--- src/rtl/tc_tile_sched.sv ---
// Tile-loop scheduler: walks M-inner/K-middle/N-outer tiles, issues them
// over valid/ready and tracks them through the fixed-latency array.
//
// Ports:
//   clk, reset          clock, synchronous active-high reset
//   start               begin a job (only sampled while idle)
//   busy, done          job in progress / one-cycle end-of-job pulse
//   issue_valid/ready   tile handshake, issue_m/k/n tile origin
//   wb_valid            result of an issued tile leaves the array now
//   wb_row/col          m / n origin of that result
//   wb_first/wb_last    psum overwrite / psum final flags
module tc_tile_sched #(
  parameter int M      = 32,
  parameter int N      = 32,
  parameter int K      = 32,
  parameter int TILE_M = 4,
  parameter int TILE_K = 8,
  parameter int TILE_N = 4,
  parameter int PW     = 6,
  parameter int LAT    = 6
) (
  input  logic          clk,
  input  logic          reset,
  input  logic          start,
  output logic          busy,
  output logic          done,
  output logic          issue_valid,
  input  logic          issue_ready,
  output logic [PW-1:0] issue_m,
  output logic [PW-1:0] issue_k,
  output logic [PW-1:0] issue_n,
  output logic          wb_valid,
  output logic [PW-1:0] wb_row,
  output logic [PW-1:0] wb_col,
  output logic          wb_first,
  output logic          wb_last
);

  typedef enum logic [1:0] {
    S_IDLE,
    S_RUN,
    S_DRAIN,
    S_DONE
  } state_t;

  localparam logic [PW-1:0] M_END = PW'(M - TILE_M);
  localparam logic [PW-1:0] K_END = PW'(K - TILE_K);
  localparam logic [PW-1:0] N_END = PW'(N - TILE_N);

  state_t        state, state_nx;
  logic [PW-1:0] pm, pk, pn;
  logic [PW-1:0] pm_nx, pk_nx, pn_nx;
  logic          fire;
  logic          pend;

  logic [LAT-1:0] dv, df, dl;
  logic [LAT-1:0] dv_sh;
  logic [PW-1:0]  dm [LAT];
  logic [PW-1:0]  dn [LAT];

  assign fire = (state == S_RUN) & issue_ready;

  // Entries that survive the next shift; the last stage is leaving
  // this cycle, so DONE lands exactly one cycle after the final result.
  assign dv_sh = dv << 1;
  assign pend  = |dv_sh;

  always_ff @(posedge clk) begin
    if (reset) begin
      state <= S_IDLE;
      pm    <= '0;
      pk    <= '0;
      pn    <= '0;
    end else begin
      state <= state_nx;
      pm    <= pm_nx;
      pk    <= pk_nx;
      pn    <= pn_nx;
    end
  end

  always_comb begin
    state_nx = state;
    pm_nx    = pm;
    pk_nx    = pk;
    pn_nx    = pn;
    unique case (state)
      S_IDLE: begin
        if (start) state_nx = S_RUN;
      end
      S_RUN: begin
        if (fire) begin
          if (pm == M_END && pk == K_END && pn == N_END) begin
            state_nx = S_DRAIN;
            pm_nx    = '0;
            pk_nx    = '0;
            pn_nx    = '0;
          end else if (pm != M_END) begin
            pm_nx = pm + PW'(TILE_M);
          end else begin
            pm_nx = '0;
            if (pk != K_END) begin
              pk_nx = pk + PW'(TILE_K);
            end else begin
              pk_nx = '0;
              pn_nx = pn + PW'(TILE_N);
            end
          end
        end
      end
      S_DRAIN: begin
        if (!pend) state_nx = S_DONE;
      end
      S_DONE: begin
        state_nx = S_IDLE;
      end
    endcase
  end

  // Non-stallable array: the line shifts every cycle. Idle slots carry
  // zeros so the wb_* fields are already 0 whenever wb_valid is 0.
  always_ff @(posedge clk) begin
    if (reset) begin
      dv <= '0;
      df <= '0;
      dl <= '0;
      for (int i = 0; i < LAT; i++) begin
        dm[i] <= '0;
        dn[i] <= '0;
      end
    end else begin
      dv    <= (dv << 1) | LAT'(fire);
      df    <= (df << 1) | LAT'(fire && pk == '0);
      dl    <= (dl << 1) | LAT'(fire && pk == K_END);
      dm[0] <= fire ? pm : '0;
      dn[0] <= fire ? pn : '0;
      for (int i = 1; i < LAT; i++) begin
        dm[i] <= dm[i-1];
        dn[i] <= dn[i-1];
      end
    end
  end

  assign busy        = (state == S_RUN) || (state == S_DRAIN);
  assign done        = (state == S_DONE);
  assign issue_valid = (state == S_RUN);
  assign issue_m     = pm;
  assign issue_k     = pk;
  assign issue_n     = pn;
  assign wb_valid    = dv[LAT-1];
  assign wb_row      = dm[LAT-1];
  assign wb_col      = dn[LAT-1];
  assign wb_first    = df[LAT-1];
  assign wb_last     = dl[LAT-1];

endmodule

--- config.mk ---
export PLATFORM = sky130hd
export DESIGN_NAME = tc_tile_sched
export DESIGN_NICKNAME = d
export VERILOG_FILES = /design/src/rtl/tc_tile_sched.sv
export SDC_FILE = /design/constraint.sdc
export NUM_CORES = 1
export LEC_CHECK = 0
export ABC_AREA = 1
export BUFFER_PORTS_ARGS = -buffer_cell sky130_fd_sc_hd__buf_2
export CORE_ASPECT_RATIO = 1.5
export CORE_MARGIN = 2
export CORE_UTILIZATION = 34
export CTS_CLUSTER_SIZE = 30
export DETAILED_ROUTE_END_ITERATION = 16
export HOLD_SLACK_MARGIN = 0.1
export PLACE_DENSITY = 0.58
export SYNTH_ARGS = -nofsm -noshare
export SYNTH_HDL_FRONTEND = slang
export SYNTH_SLANG_ARGS = --single-unit
--- constraint.sdc ---
create_clock -name clk -period 1.9 [get_ports clk]
set_input_delay 0.285 -clock clk [delete_from_list [all_inputs] [get_ports clk]]
set_output_delay 0.285 -clock clk [all_outputs]
set_load 0.01 [all_outputs]
==> results of run 1 <==
power groups by stage:
stage | combinational [mW] | clock, mW | sequential, mW
6_report | 0.361 | 1.67 | 1.72
5_1_grt | 0.418 | 1.80 | 1.73
4_1_cts | 0.365 | 1.72 | 1.72
3_5_place_dp | 0.362 | 0 | 1.76
3_3_place_gp | 0.355 | 0 | 1.76
2_1_floorplan | 0.287 | 0 | 1.76
sequential cells by signal, summed over array words and instances (netlist names):
| name | flops |
|---|---|
| dm | 24 |
| issue_k | 3 |
| dn | 24 |
| issue_m | 4 |
| dv | 6 |
| state | 2 |
| dl | 6 |
| issue_n | 4 |
| df | 6 |
worst max-delay path, delay by kind of cell (launching register included):
| family | cells | cell delay [ps] |
|---|---|---|
| buf+inv | 2 | 250 |
| flops | 1 | 360 |
| fa+ha+maj | 1 | 330 |
final cells by class:
| class | count | area [um^2] | area share (%) |
|---|---|---|---|
| well taps | 105 | 131 | 4.06 |
| clock inverters | 5 | 57.6 | 1.78 |
| clock buffers | 11 | 243 | 7.51 |
| repair buffers | 31 | 163 | 5.03 |
| inverters | 76 | 285 | 8.82 |
| flip-flops and latches | 79 | 1580 | 48.9 |
| multi-input cells | 149 | 772 | 23.9 |
how the worst min path moves through the flow:
stage | from | end | cells after the start | slack [ps]
2_1_floorplan | df[0]$_SDFF_PP0_ | df[1]$_SDFF_PP0_ | 2 | 390
3_3_place_gp | dm[0][4]$_SDFF_PP0_ | dm[0][10]$_SDFF_PP0_ | 2 | 390
3_5_place_dp | dm[0][10]$_SDFF_PP0_ | dm[0][16]$_SDFF_PP0_ | 2 | 390
4_1_cts | issue_ready | dv[0]$_SDFF_PP0_ | 3 | 280
5_1_grt | issue_ready | dv[0]$_SDFF_PP0_ | 3 | 290
6_report | issue_ready | dv[0]$_SDFF_PP0_ | 3 | 290
synth_stat cells, drive strengths merged:
master  instances  area (um^2)
clkbuf          7         26.3
a31oi           1         6.26
dfxtp          79         1580
nor4            2         12.5
nand4           4         25.0
xor2            2         17.5
nand2          20         87.6
conb            1         3.75
buf            19          143
nor2           76          315
nor3            4         20.0
ha              9          113
o22ai           1         6.26
a21oi           8         40.0
inv            76          285
o21ai           4         31.3
xnor2           1         8.76
nand3           6         47.6
metrics by stage:
stage               cell area, um^2  worst slack [ps]
floorplan                      2810               493
global placement               2930               463
detailed placement             2930               406
CTS                            3230               337
global route                   3230               218
finish                         3230               358
cell families after synthesis:
group | Yosys count | share of synthesized area (%)
simple gates | 112 | 18.3
buf+inv | 102 | 16.4
flops | 79 | 57.1
compound gates | 14 | 3.03
fa+ha+maj | 9 | 4.07
xor+xnor | 3 | 0.949
other cells | 1 | 0.135
metal layers:
layer	track usage [%]	vias up	part of all wire, %
met3	2.44	13	5.3
met4	7.74	0	3.4
met5	0	-	0
li1	-	954	-
met2	16.3	45	49
met1	10.0	789	43
==> qor.csv, run 1 <==
stage,metric,value,unit
timing,rsz0062_at_grt,no,
detailed_routing,wl_per_cell,8.45,um
setup_path,r2r_cells,9,
detailed_routing,vias,1801,
floorplan,boundaryPins,40,
placement,io_buffers,28,
timing,fin_crit_sh,81.1,%
global_routing,grt_pass1_wl,6710,um
cells_and_area,instances_no_fill,456,
synthesis,syn_area,2770,um^2
synthesis,synth_seq_cells,79,
timing,maxSlewViolCount,0,
cells_and_area,layout.cells.most_common_list,"dfxtp_1 (79), nor2_1 (72), inv_1 (71)",
synthesis,avgSynthCellArea,8.66,um^2
synthesis,syn_inst,320,
cells_and_area,syn2layout_area_growth,16.7,%
global_routing,antenna_found_initial,0,
timing,skew,5.82,ps
cells_and_area,antenna_cells,0,
detailed_routing,vias_per_cell,3.95,
power_and_ir_drop,p_total,3.75,mW
cells_and_area,final_nets,359,
global_routing,grt_usage,9.62,%
setup_path,worstReg2RegStart,state[1]$_SDFFE_PP0P_,
setup_path,end_kind,output port,
cells_and_area,fin_util,40.6,%
job,cap_violations,0,
floorplan,fp.coreArea,7960,um^2
floorplan,start_util,34.8,%
synthesis,synth_cell_type_count,26,
setup_path,critPathLaunch,state[0]$_SDFFE_PP0P_,
floorplan,row_count,40,
floorplan,die-area,8900,um^2
timing,min_period,1540,ps
cts,clk_pin_slew_worst_paths,60,ps
synthesis,yosysWarningCount,0,
placement,routabilityCongestion,0.813,
cts,postCtsHoldBufs,0,
hold_path,hold_path.class,input port to flip-flop,
cts,cts_setup_buffers,0,
placement,dp_cells,440,
detailed_routing,drc_errors,0,
cts,htree_levels,3,
power_and_ir_drop,power_density,1160,nW/um^2
cells_and_area,final_common_cell,dfxtp_1,
power_and_ir_drop,seq_power_share,45.9,%
global_routing,grt_start_max_net_pins,22,
power_and_ir_drop,vdd_drop_max,0.550,mV
floorplan,fp.dieW,77.7,um
setup_path,endpoint,busy,
power_and_ir_drop,comb_power_share,9.6,%
setup_path,cp-start-kind,flip-flop,
setup_path,reg2reg_to,issue_n[3]$_SDFFE_PP0P_,
setup_path,r2r_setup_slack,400,ps
detailed_routing,dr.pass1.iters,4,
cts,cts.sinks,79,
cells_and_area,nFillCells,802,
cells_and_area,drive_gt1_share,17.4,%
cts,tritoncts,built,
timing,worst_hold_slack,287,ps
timing,finalSetupTns,0,ps
detailed_routing,drtIter0Drc,92,
cts,cts_buffers,9,
power_and_ir_drop,cellLeakagePower,1.40,nW
global_routing,gr-total-overflow,0,
detailed_routing,drt-total-wl,3850,um
global_routing,grt_pass1_vias,1638,
detailed_routing,drt.antenna.violating_nets,0,
setup_path,cpPeakStageDelay,360,ps
power_and_ir_drop,clkPwrFrac,44.5,%
floorplan,fp.dieH,115,um
placement,dpl.hpwl,2670,um
cts,clockBufferDepth,2,
power_and_ir_drop,p_switching,0.878,mW
setup_path,cp.required,1620,ps
power_and_ir_drop,sw_frac_of_total,23.4,%
power_and_ir_drop,p_int,2.88,mW
cts,clkLatencyLatePin,330,ps
cts,cts_resized,0,
timing,setup_viol,0,
setup_path,criticalPathCategory,flip-flop to output port,
timing,fmax,649,MHz
synthesis,ys_seq_area_share,57.1,%
status,outcome,completed,
timing,hold_viol,0,
setup_path,worstPathCellList,inv_1 > ha_1 > buf_2,
setup_path,arrival,1260,ps
setup_path,cp_max_fo,4,
setup_path,worst_path_max_delay_cell,dfxtp_1,
cts,cts_root_buf,clkbuf_16,
Note: power is estimated with default switching activity, not from simulation.
==> run 2, diff against run 1 <==
==> constraint.sdc (replaced) <==
create_clock -name clk -period 1.6 [get_ports clk]
set_input_delay 0.24 -clock clk [delete_from_list [all_inputs] [get_ports clk]]
set_output_delay 0.24 -clock clk [all_outputs]
set_load 0.01 [all_outputs]
==> run 2 against run 1 <==
Combinational power is 21% higher; core utilization is 0.93 points higher; routed wire length is 1.1% higher; clock skew shrank 1.1 ps.
==> qor.csv, run 2 (same netlist as run 1, synthesis figures left out) <==
stage,metric,value,unit,change
power_and_ir_drop,cellLeakagePower,1.45,nW,+3.3%
cells_and_area,final_common_cell,dfxtp_1,,
power_and_ir_drop,power_density,1460,nW/um^2,+26%
timing,hold_viol,0,,unchanged
timing,setup_viol,0,,unchanged
cells_and_area,drive_gt1_share,18.7,%,+1.3 points
detailed_routing,drc_errors,0,,unchanged
cts,cts.sinks,79,,unchanged
cells_and_area,fin_util,41.6,%,+0.93 points
placement,dp_cells,442,,+0.45%
timing,fmax,664,MHz,
cells_and_area,layout.cells.most_common_list,"dfxtp_1 (79), nor2_1 (72), inv_1 (70)",,
timing,maxSlewViolCount,0,,unchanged
global_routing,grt_usage,9.73,%,+0.11 points
cells_and_area,reg.largest.list,"dm x24, dn x24",,
cells_and_area,syn2layout_area_growth,19.4,%,
detailed_routing,drtIter0Drc,93,,+1.1%
floorplan,row_count,40,,unchanged
cts,clockBufferDepth,2,,unchanged
setup_path,criticalPathCategory,flip-flop to output port,,
timing,min_period,1510,ps,
floorplan,boundaryPins,40,,unchanged
cells_and_area,final_nets,361,,+0.56%
cts,cts_root_buf,clkbuf_16,,
status,outcome,completed,,
setup_path,arrival,1270,ps,about the same
global_routing,grt_pass1_wl,6600,um,-1.6%
setup_path,cp-start-kind,flip-flop,,
detailed_routing,vias_per_cell,3.83,,-3.1%
global_routing,grt_pass1_vias,1578,,-3.7%
cts,cts_buffers,9,,unchanged
setup_path,end_kind,output port,,
placement,io_buffers,28,,unchanged
timing,skew,4.74,ps,-1.07 ps
cts,clkLatencyLatePin,330,ps,about the same
cts,cts_resized,0,,unchanged
job,cap_violations,0,,unchanged
cts,htree_levels,3,,unchanged
floorplan,die-area,8900,um^2,unchanged
timing,fin_crit_sh,94.1,%,
global_routing,antenna_found_initial,0,,unchanged
floorplan,start_util,34.8,%,unchanged
cells_and_area,instances_no_fill,458,,+0.44%
setup_path,cp.required,1360,ps,-260 ps
detailed_routing,drt.antenna.violating_nets,0,,unchanged
setup_path,cp_max_fo,4,,unchanged
setup_path,cpPeakStageDelay,370,ps,about the same
placement,routabilityCongestion,0.805,,-1.0%
detailed_routing,vias,1753,,-2.7%
floorplan,fp.coreArea,7960,um^2,unchanged
global_routing,gr-total-overflow,0,,unchanged
power_and_ir_drop,vdd_drop_max,0.973,mV,+77%
power_and_ir_drop,p_total,4.84,mW,+29%
setup_path,worst_path_max_delay_cell,dfxtp_1,,
cts,cts_setup_buffers,0,,unchanged
floorplan,fp.dieH,115,um,unchanged
detailed_routing,drt-total-wl,3890,um,+1.1%
cells_and_area,antenna_cells,0,,unchanged
detailed_routing,wl_per_cell,8.50,um,+0.68%
cts,tritoncts,built,,
global_routing,grt_start_max_net_pins,17,,-23%
timing,finalSetupTns,0,ps,unchanged
hold_path,hold_path.class,input port to flip-flop,,
placement,dpl.hpwl,2700,um,+1.0%
floorplan,fp.dieW,77.7,um,unchanged
cts,clk_pin_slew_worst_paths,60,ps,about the same
setup_path,worstPathCellList,inv_1 > ha_1 > buf_2,,
detailed_routing,dr.pass1.iters,4,,unchanged
cts,postCtsHoldBufs,0,,unchanged
[run 2: critical path: cells and delay by family, from the launching register on]
| family | cells | cell delay [ps] |
|---|---|---|
| buf+inv | 2 | 260 |
| fa+ha+maj | 1 | 320 |
| flops | 1 | 370 |
[run 2: cell type report]
class	count	area (um^2)
clock buffers	11	253
well taps	105	131
multi-input cells	149	774
inverters	76	285
repair buffers	33	178
fillers	783	4650
flip-flops and latches	79	1580
clock inverters	5	104
[run 2: layer usage]
layer	part of all wire (%)	GRT usage [%]	up-vias
li1	-	-	953
met1	45	10.1	748
met2	47	16.1	44
met3	5.0	3.39	8
met4	2.3	7.14	0
met5	0	0	-
[run 2: power by group]
part           internal (mW)  total (mW)  leakage (nW)  switching, mW
registers               2.02        2.05         0.637         0.0340
logic                  0.158       0.438         0.637          0.280
clock network           1.61        2.35         0.176          0.744
[run 2: final timing paths]
path	startpoint	slack [ps]	to	depth (start not counted)
setup reg to reg	state[1]$_SDFFE_PP0P_	150	issue_n[3]$_SDFFE_PP0P_	9
hold / removal	issue_ready	250	dv[0]$_SDFF_PP0_	3
setup / recovery	state[0]$_SDFFE_PP0P_	90	busy	3
hold reg to reg	dm[0][14]$_SDFF_PP0_	390	dm[0][20]$_SDFF_PP0_	2
[run 2: stage by stage]
stage	area, um^2	worst slack (ps)	hold slack [ps]
after global routing	3310	-2.01	248
after global placement	2950	167	389
after floorplan	2810	193	388
final	3310	93.6	245
after detailed placement	2950	113	392
after CTS	3300	73.3	236
